<file path="src/rtl/cp0_pkg.sv">
// Shared CP0 definitions: register numbers, exception codes, cop0_sel encodings
// and the sequencer state type.
package cp0_pkg;

  localparam logic [4:0] CP0_STATUS = 5'd12;
  localparam logic [4:0] CP0_CAUSE  = 5'd13;
  localparam logic [4:0] CP0_EPC    = 5'd14;

  localparam logic [4:0] EXC_INT = 5'd0;
  localparam logic [4:0] EXC_SYS = 5'd8;

  // cop0_sel 2'b11 is reserved and decodes to nothing (NOP).
  localparam logic [1:0] SEL_MFC0 = 2'b00;
  localparam logic [1:0] SEL_MTC0 = 2'b01;
  localparam logic [1:0] SEL_ERET = 2'b10;

  typedef enum logic [1:0] {
    ST_IDLE    = 2'd0,
    ST_HANDLER = 2'd1,
    ST_GUARD   = 2'd2
  } cp0_state_t;

endpackage

</file>
<file path="src/rtl/irq_pending.sv">
// Interrupt front end: registered rising-edge detect, pending flops, mask gating
// and a fixed-priority (line 0 highest) one-hot grant.
module irq_pending
  import cp0_pkg::*;
#(
  parameter int NUM_IRQ = 3
) (
  input  logic               clk,
  input  logic               rst,
  input  logic [NUM_IRQ-1:0] irq_in,
  input  logic [NUM_IRQ-1:0] im,
  input  logic [NUM_IRQ-1:0] ack,
  output logic [NUM_IRQ-1:0] pending,
  output logic [NUM_IRQ-1:0] grant,
  output logic               any_eligible
);

  logic [NUM_IRQ-1:0] irq_q;
  logic [NUM_IRQ-1:0] irq_q2;
  logic [NUM_IRQ-1:0] rise;
  logic [NUM_IRQ-1:0] elig;

  assign rise         = irq_q & ~irq_q2;
  assign elig         = pending & im;
  assign any_eligible = |elig;

  // A new rise wins over an ack landing on the same line in the same cycle.
  always_ff @(posedge clk or posedge rst) begin
    if (rst) begin
      irq_q   <= '0;
      irq_q2  <= '0;
      pending <= '0;
    end else begin
      irq_q   <= irq_in;
      irq_q2  <= irq_q;
      pending <= (pending & ~ack) | rise;
    end
  end

  // Scan high to low so the lowest eligible index is the last one written.
  always_comb begin
    grant = '0;
    for (int i = NUM_IRQ - 1; i >= 0; i--) begin
      if (elig[i]) begin
        grant    = '0;
        grant[i] = 1'b1;
      end
    end
  end

endmodule

</file>
<file path="src/rtl/cp0_int_ctrl.sv">
// CP0 exception/interrupt sequencer: syscall and IRQ entry, eret return, mfc0/mtc0.
// Optional IM mask bits are built when CP0_IRQ_MASK_EN is defined.
module cp0_int_ctrl
  import cp0_pkg::*;
#(
  parameter int          NUM_IRQ      = 3,
  parameter logic [31:0] HANDLER_ADDR = 32'h0000_4180
) (
  input  logic               clk,
  input  logic               rst,
  input  logic [NUM_IRQ-1:0] irq_in,
  input  logic [31:0]        pc_cur,
  input  logic               issyscall,
  input  logic               iscop0,
  input  logic [1:0]         cop0_sel,
  input  logic [4:0]         cop0_rd,
  input  logic [31:0]        cop0_wdata,
  output logic [31:0]        cop0_rdata,
  output logic               redirect,
  output logic [31:0]        redirect_pc,
  output logic [NUM_IRQ-1:0] irq_ack,
  output logic               in_service,
  output logic [1:0]         dbg_state
);

  cp0_state_t         state, state_n;
  logic               ie;
  logic [NUM_IRQ-1:0] im;
  logic [4:0]         exccode;
  logic [31:0]        epc;
  logic [NUM_IRQ-1:0] pending;
  logic [NUM_IRQ-1:0] grant;
  logic               any_eligible;
  logic               take_sys;
  logic               take_int;
  logic               do_eret;
  logic               is_mfc0;
  logic               is_mtc0;
  logic               is_eret;

  assign is_mfc0 = iscop0 && (cop0_sel == SEL_MFC0);
  assign is_mtc0 = iscop0 && (cop0_sel == SEL_MTC0);
  assign is_eret = iscop0 && (cop0_sel == SEL_ERET);

`ifdef CP0_IRQ_MASK_EN
  logic [NUM_IRQ-1:0] im_q;

  always_ff @(posedge clk or posedge rst) begin
    if (rst) begin
      im_q <= '1;
    end else if (is_mtc0 && (cop0_rd == CP0_STATUS)) begin
      im_q <= cop0_wdata[8 +: NUM_IRQ];
    end
  end

  assign im = im_q;
`else
  assign im = '1;
`endif

  irq_pending #(
    .NUM_IRQ (NUM_IRQ)
  ) u_irq_pending (
    .clk          (clk),
    .rst          (rst),
    .irq_in       (irq_in),
    .im           (im),
    .ack          (irq_ack),
    .pending      (pending),
    .grant        (grant),
    .any_eligible (any_eligible)
  );

  always_ff @(posedge clk or posedge rst) begin
    if (rst) begin
      state <= ST_IDLE;
    end else begin
      state <= state_n;
    end
  end

  // Entry and return are Mealy: the PC mux switches at the edge ending this cycle.
  always_comb begin
    state_n     = state;
    take_sys    = 1'b0;
    take_int    = 1'b0;
    do_eret     = 1'b0;
    redirect    = 1'b0;
    redirect_pc = '0;
    irq_ack     = '0;
    case (state)
      ST_IDLE: begin
        if (issyscall) begin
          take_sys = 1'b1;
          state_n  = ST_HANDLER;
        end else if (ie && any_eligible) begin
          take_int = 1'b1;
          state_n  = ST_HANDLER;
        end
      end
      ST_HANDLER: begin
        if (is_eret) begin
          do_eret = 1'b1;
          state_n = ST_GUARD;
        end
      end
      ST_GUARD: begin
        state_n = ST_IDLE;
      end
      default: begin
        state_n = ST_IDLE;
      end
    endcase
    if (take_sys || take_int) begin
      redirect    = 1'b1;
      redirect_pc = HANDLER_ADDR;
    end else if (do_eret) begin
      redirect    = 1'b1;
      redirect_pc = epc;
    end
    if (take_int) begin
      irq_ack = grant;
    end
  end

  // Trap entry is written last so it overrides an mtc0 to EPC/Cause/IE in the same cycle.
  always_ff @(posedge clk or posedge rst) begin
    if (rst) begin
      ie      <= 1'b1;
      exccode <= '0;
      epc     <= '0;
    end else begin
      if (is_mtc0 && (cop0_rd == CP0_STATUS)) begin
        ie <= cop0_wdata[0];
      end
      if (is_mtc0 && (cop0_rd == CP0_CAUSE)) begin
        exccode <= cop0_wdata[6:2];
      end
      if (is_mtc0 && (cop0_rd == CP0_EPC)) begin
        epc <= cop0_wdata;
      end
      if (take_sys) begin
        epc     <= pc_cur + 32'd4;
        exccode <= EXC_SYS;
        ie      <= 1'b0;
      end else if (take_int) begin
        epc     <= pc_cur;
        exccode <= EXC_INT;
        ie      <= 1'b0;
      end else if (do_eret) begin
        ie <= 1'b1;
      end
    end
  end

  // Read data is driven only for an actual mfc0 so the bus idles at zero.
  always_comb begin
    cop0_rdata = '0;
    if (is_mfc0) begin
      case (cop0_rd)
        CP0_STATUS: begin
          cop0_rdata[0]            = ie;
          cop0_rdata[8 +: NUM_IRQ] = im;
        end
        CP0_CAUSE: begin
          cop0_rdata[6:2]          = exccode;
          cop0_rdata[8 +: NUM_IRQ] = pending;
        end
        CP0_EPC: begin
          cop0_rdata = epc;
        end
        default: begin
          cop0_rdata = '0;
        end
      endcase
    end
  end

  assign in_service = (state == ST_HANDLER);
  assign dbg_state  = state;

endmodule
</file>
<file path="config.mk">
export PLATFORM = sky130hd
export DESIGN_NAME = cp0_int_ctrl
export DESIGN_NICKNAME = d
export VERILOG_FILES = /design/src/rtl/cp0_pkg.sv /design/src/rtl/irq_pending.sv /design/src/rtl/cp0_int_ctrl.sv
export SDC_FILE = /design/constraint.sdc
export NUM_CORES = 1
export LEC_CHECK = 0
export CORE_UTILIZATION = 44
export DETAILED_ROUTE_END_ITERATION = 12
export GPL_TIMING_DRIVEN = 0
export PLACE_DENSITY = 0.89
export RECOVER_POWER = 25
export SETUP_SLACK_MARGIN = 0.3
export SLEW_MARGIN = 20
export SYNTH_ARGS = -nofsm -noshare
export SYNTH_HDL_FRONTEND = slang
export SYNTH_SLANG_ARGS = --single-unit
</file>
<file path="constraint.sdc">
create_clock -name clk -period 1.97 [get_ports clk]
set_input_delay 0.197 -clock clk [delete_from_list [all_inputs] [get_ports clk]]
set_output_delay 0.197 -clock clk [all_outputs]
set_load 0.005 [all_outputs]
</file>
==> metrics.md, run 1 <==
| Metric | Value |
|---|---|
| Outcome | `did not finish` |
| Halt point of the flow | `5_1_grt` |
| Tool error | `[ERROR GRT-0232] Routing congestion too high. Check the congestion heatmap in the GUI.` |
| Post-synthesis cell area | `3600 um^2` |
| Initial Util | `0.461` |
| Async set or reset register ratio after synthesis | `1.00` |
| Ys Warns | `0` |
| Standard-cell rows | `32` |
| Pre-CTS WS | `-1.19 ns` |
| GR Overflow Total | `166` |
| Post-synth top area share | `0.334` |
| DP Area | `5230 um^2` |
| Mux cell area share after synthesis | `0.0640` |
| HPWL Detailed | `9.13 mm` |
| Primary FF master, synth | `dfrtp_1` |
| Synth top area cells | `dfrtp_1 33%, and2_1 9.0%, mux2i_1 6.4%` |
| Adder-Cell Fraction of Synth Area | `0.00348` |
| Clock sink total | `49` |
| Vert. Die Dim | `92.4 um` |
| Worst EP Category | `top-level output` |
| Syn Nets | `483` |
| IO Pins | `149` |
| Register area share after synthesis | `0.341` |
| Synth Area in Compound Gates | `0.177` |
| Yosys cell types | `62` |
| Post-synth EDFFs | `0` |
| Die W | `92.4 um` |
| Simple logic cell fraction of the synthesized area | `0.313` |
| Synthesized area per cell | `between 8 and 9 um^2` |
| Root buffer cell | `clkbuf_8` |
| RD Place Congestion | `0.933` |
| Placed Cells | `between 600 and 700` |
| Buffers on Ports | `146` |
| Fraction of synthesized cell area in xor and xnor cells | `0.0414` |
| Synth area leader | `dfrtp_1` |
| Yosys reg bits | `49` |
| Gate count after technology mapping | `404` |
| Largest net degree at the start of global routing | `27` |
| Post-GRT worst EP | `irq_ack[1]` |
| Max clock buf depth | `2` |
| GRT Total Usage | `0.790` |
| H-tree levels | `2` |
| Largest family of logic cells by synthesized area | `simple AND/OR/NAND/NOR gates` |
| CTS buffer count | `5` |
## synthesized netlist by cell type, types with 5 or more instances
cell and instances:
nor2_1 38, nand4_1 9, dfrtp_1 48, a22oi_1 5, a22o_1 5, nor3_1 10
a21oi_1 22, and2_1 52, nand2_1 36, mux2i_1 23, o22ai_1 5, xor2_1 15
o21ai_0 14, clkbuf_1 10, a221oi_2 8, and3_1 6, nand3_1 11, inv_1 13
## repair_timing
action	4_1_cts
resized for setup	487
endpoints found under the setup margin	110
setup buffers	87
hold buffers	0
pin swaps	69
cloned	9
## metrics by stage
stage	utilization	hold WS, ns
after floorplan	-	0.228
after global placement	0.667	0.359
after detailed placement	0.670	0.368
after CTS	0.861	0.263
## kinds of logic after synthesis
logic type,Yosys count
compound gates,85
xor+xnor,17
fa+ha+maj,1
buf+inv,38
flops,49
mux,23
simple gates,191
## metal layers
layer / GRT overflow / GRT usage
met5: 0 / 0.00641
met4: 74 / 0.893
met3: 0 / 0.552
met2: 92 / 0.994
met1: 0 / 0.791
==> inputs of run 2 (changes only) <==
--- a/config.mk
+++ b/config.mk
@@ -5,12 +5,11 @@
 export SDC_FILE = /design/constraint.sdc
 export NUM_CORES = 1
 export LEC_CHECK = 0
-export CORE_UTILIZATION = 44
+export CORE_UTILIZATION = 40
 export DETAILED_ROUTE_END_ITERATION = 12
 export GPL_TIMING_DRIVEN = 0
-export PLACE_DENSITY = 0.89
+export PLACE_DENSITY_LB_ADDON = 0.15
 export RECOVER_POWER = 25
-export SETUP_SLACK_MARGIN = 0.3
 export SLEW_MARGIN = 20
 export SYNTH_ARGS = -nofsm -noshare
 export SYNTH_HDL_FRONTEND = slang
==> metrics.md, run 2 <==
| Metric | Value |
|---|---|
| Synthesized area per cell | `approximately 8.9 um^2` |
| Vias | `4074` |
| Critical path cell sequence | `o31ai_4 > or4_4 > buf_12 > nor3_4 > buf_2` |
| Vert. Die Dim | `96.8 um` |
| Top cells by count, synth | `52 x and2_1, 48 x dfrtp_1, 38 x nor2_1` |
| Post-synthesis cell area | `3600 um^2` |
| Final hold vios | `0` |
| Leakage Power | `0.00287 uW` |
| Required @ worst endpoint | `around 1.8 ns` |
| Synth-to-Final Area Change | `67.8%` |
| Failing checks | `setup timing` |
| Post-synth EDFFs | `0` |
| Crit Path Max Fanout | `4` |
| Share of cells above drive strength 1 | `0.317` |
| Max VDD drop | `393 uV` |
| Primary FF master, synth | `dfrtp_1` |
| Synth top area cells | `dfrtp_1 33%, and2_1 9.0%, mux2i_1 6.4%` |
| Core Area | `8720 um^2` |
| Placed Cells | `659` |
| Simple logic cell fraction of the synthesized area | `0.313` |
| Largest net degree at the start of global routing | `27` |
| RD Place Congestion | `approximately 0.91` |
| 1st-iter DRT viols | `221` |
| H-tree levels | `2` |
| Vias per cell | `5.63` |
| IO Pins | `149` |
| Crit path max-delay family | `simple AND/OR/NAND/NOR gates` |
| Commonest non-fill, non-tap cells in the layout | `62 x clkdlybuf4s50_1, 48 x and2_1, 44 x dfrtp_1` |
| Reg clk slew, reported paths | `0.10 ns` |
| N_diodes | `0` |
| Gate count after technology mapping | `~400` |
| Worst setup SP type | `flip-flop` |
| CP endpoint kind | `output port` |
| Initial antenna violation count | `0` |
| Buffers on Ports | `146` |
| Commonest non-fill, non-tap cell in the layout | `clkdlybuf4s50_1` |
| DR WL/cell | `19.2 um` |
| Hold_ws | `0.311 ns` |
| HPWL Detailed | `just over 9 mm` |
| Standard-cell rows | `34` |
| Largest family of logic cells by synthesized area | `simple AND/OR/NAND/NOR gates` |
| Final non-filler cell total | `724` |
| CTS tree | `done` |
| Worst skew pair latency | `0.31 ns` |
| Drt total wl | `13.9 mm` |
| Final Cycle Share | `1.06` |
| Yosys cell types | `just over 60` |
| Fin crit period | `2.10 ns` |
| Slew @ Worst Pin | `1.01 ns` |
| Max FFs per register | `32` |
| Clock sink total | `49` |
| Slew Limit Headroom | `0.328` |
| Final #Nets | `694` |
| Count of pins over their slew limit | `0` |
| Max frequency | `0.477 GHz` |
| Vias in the first global route | `4043` |
| Max clock buf depth | `2` |
| CP max stage delay | `0.56 ns` |
| Cts hold-fix bufs | `0` |
| Final WS setup | `-0.126 ns` |
| Worst EP arrival | `~1.9 ns` |
| Mux cell area share after synthesis | `0.0640` |
| Ys Warns | `0` |
| First-pass GRT wire length | `21.3 mm` |
| MaxCap Viol Count | `0` |
| CTS buffer count | `5` |
| RSZ-0062 raised after global routing | `yes` |
| Adder-Cell Fraction of Synth Area | `0.00348` |
| Async set or reset register ratio after synthesis | `1.00` |
| PD cells | `roughly 670 nW/um^2` |
| Syn Nets | `483` |
| Final setup vio count | `18` |
| Initial Util | `0.412` |
| Root buffer cell | `clkbuf_8` |
| WP buf/inv | `2` |
| Leading cell type by number of instances after synthesis | `and2_1` |
| Die W | `96.8 um` |
| Largest regs | `epc x32, exccode x5` |
| DRC | `0` |
| Pre-Repair DR Iteration Count | `4` |
| Class of the worst hold path | `in2reg` |
| Crit path kind | `reg2out` |
| Total die area | `9370 um^2` |
| GRT Total Usage | `0.290` |
| Synth Area in Compound Gates | `0.177` |
| Post-route ant nets | `0` |
| Fraction of synthesized cell area in xor and xnor cells | `0.0414` |
| GR Overflow Total | `0` |
| Largest Register | `epc` |
| Slowest CP cell | `dfstp_2` |
| Yosys reg bits | `49` |
| Post-Route Skew | `0.00846 ns` |
| Synth area leader | `dfrtp_1` |
| Outcome | `complete, but fails checks` |
| Register area share after synthesis | `0.341` |
| Post-synth top area share | `0.334` |
## run 2: cell counts after synthesis
No cell type changed its count.
## run 2: final timing paths
check / depth (start not counted) / slack (ns) / start / to
hold reg to reg: 0 / 0.38 / u_irq_pending.irq_q[2]$_DFF_PP0_ / u_irq_pending.irq_q2[2]$_DFF_PP0_
setup reg to reg: 8 / -0.07 / ie$_DFFE_PP1P_ / epc[20]$_DFFE_PP0P_
max in group asynchronous: 3 / 0.20 / rst / u_irq_pending.pending[0]$_DFF_PP0_
setup / recovery: 5 / -0.13 / ie$_DFFE_PP1P_ / irq_ack[2]
min in group asynchronous: 2 / 0.56 / rst / epc[30]$_DFFE_PP0P_
hold / removal: 3 / 0.31 / pc_cur[15] / epc[16]$_DFFE_PP0P_
## run 2: timing repair
item                       CTS  global route
gates resized for setup    215           108
cloned                       7             0
setup buffers               46            12
pin swaps                   25            11
setup endpoints to repair   97            80
## run 2: cells by family after synthesis
group / after synthesis
DFF: 49
muxes: 23
xor gates and xnor gates: 17
adders and majority gates: 1
AOI/OAI and AO/OA: 85
buffers and inverters: 38
and+or+nand+nor: 191
## run 2: cell type report
type | count | area, um^2
Fill cell | 647 | 2690
Multi-Input combinational cell | 318 | 2420
Timing Repair Buffer | 207 | 1860
Sequential cell | 49 | 1230
Buffer | 21 | 219
Tap cell | 108 | 135
Clock buffer | 7 | 86.3
Inverter | 13 | 48.8
Clock inverter | 1 | 30.0
## run 2: report_power, final
part           switching [uW]  internal, uW
Combinational             737           831
Clock                     360           415
Sequential                303          1370
## run 2: metrics by stage
step | setup TNS [ns] | total power, uW | instance area (um^2) | utilization | setup WS (ns)
after detailed placement | -62.60 | 2920 | 5210 | 0.598 | -1.33
after global routing | -2.73 | 4240 | 6030 | 0.692 | -0.189
final | -0.723 | 4010 | 6030 | 0.692 | -0.126
after CTS | -2.05 | 3880 | 5930 | 0.680 | -0.228
after global placement | -80.95 | 2860 | 5190 | 0.595 | -1.23
after floorplan | 0 | 2300 | 3600 | - | 0.172
## run 2: worst reg2reg max path: cells and delay by family, from the launching register on
family	cells	cell delay, ns
multiplexers	1	0.19
flip-flops	1	0.56
AO/OA/AOI/OAI	3	0.27
AND/OR/NAND/NOR	1	0.47
buffers and inverters	3	0.43
## run 2: layer usage
| layer | global-route usage | vias up | wire length [um] |
|---|---|---|---|
| met2 | 0.492 | 189 | 6880 |
| met5 | 0 | - | 0 |
| li1 | - | 1875 | - |
| met1 | 0.371 | 1980 | 5630 |
| met4 | 0.113 | 0 | 346 |
| met3 | 0.0434 | 30 | 1030 |
Power figures use the tool's default switching activity.
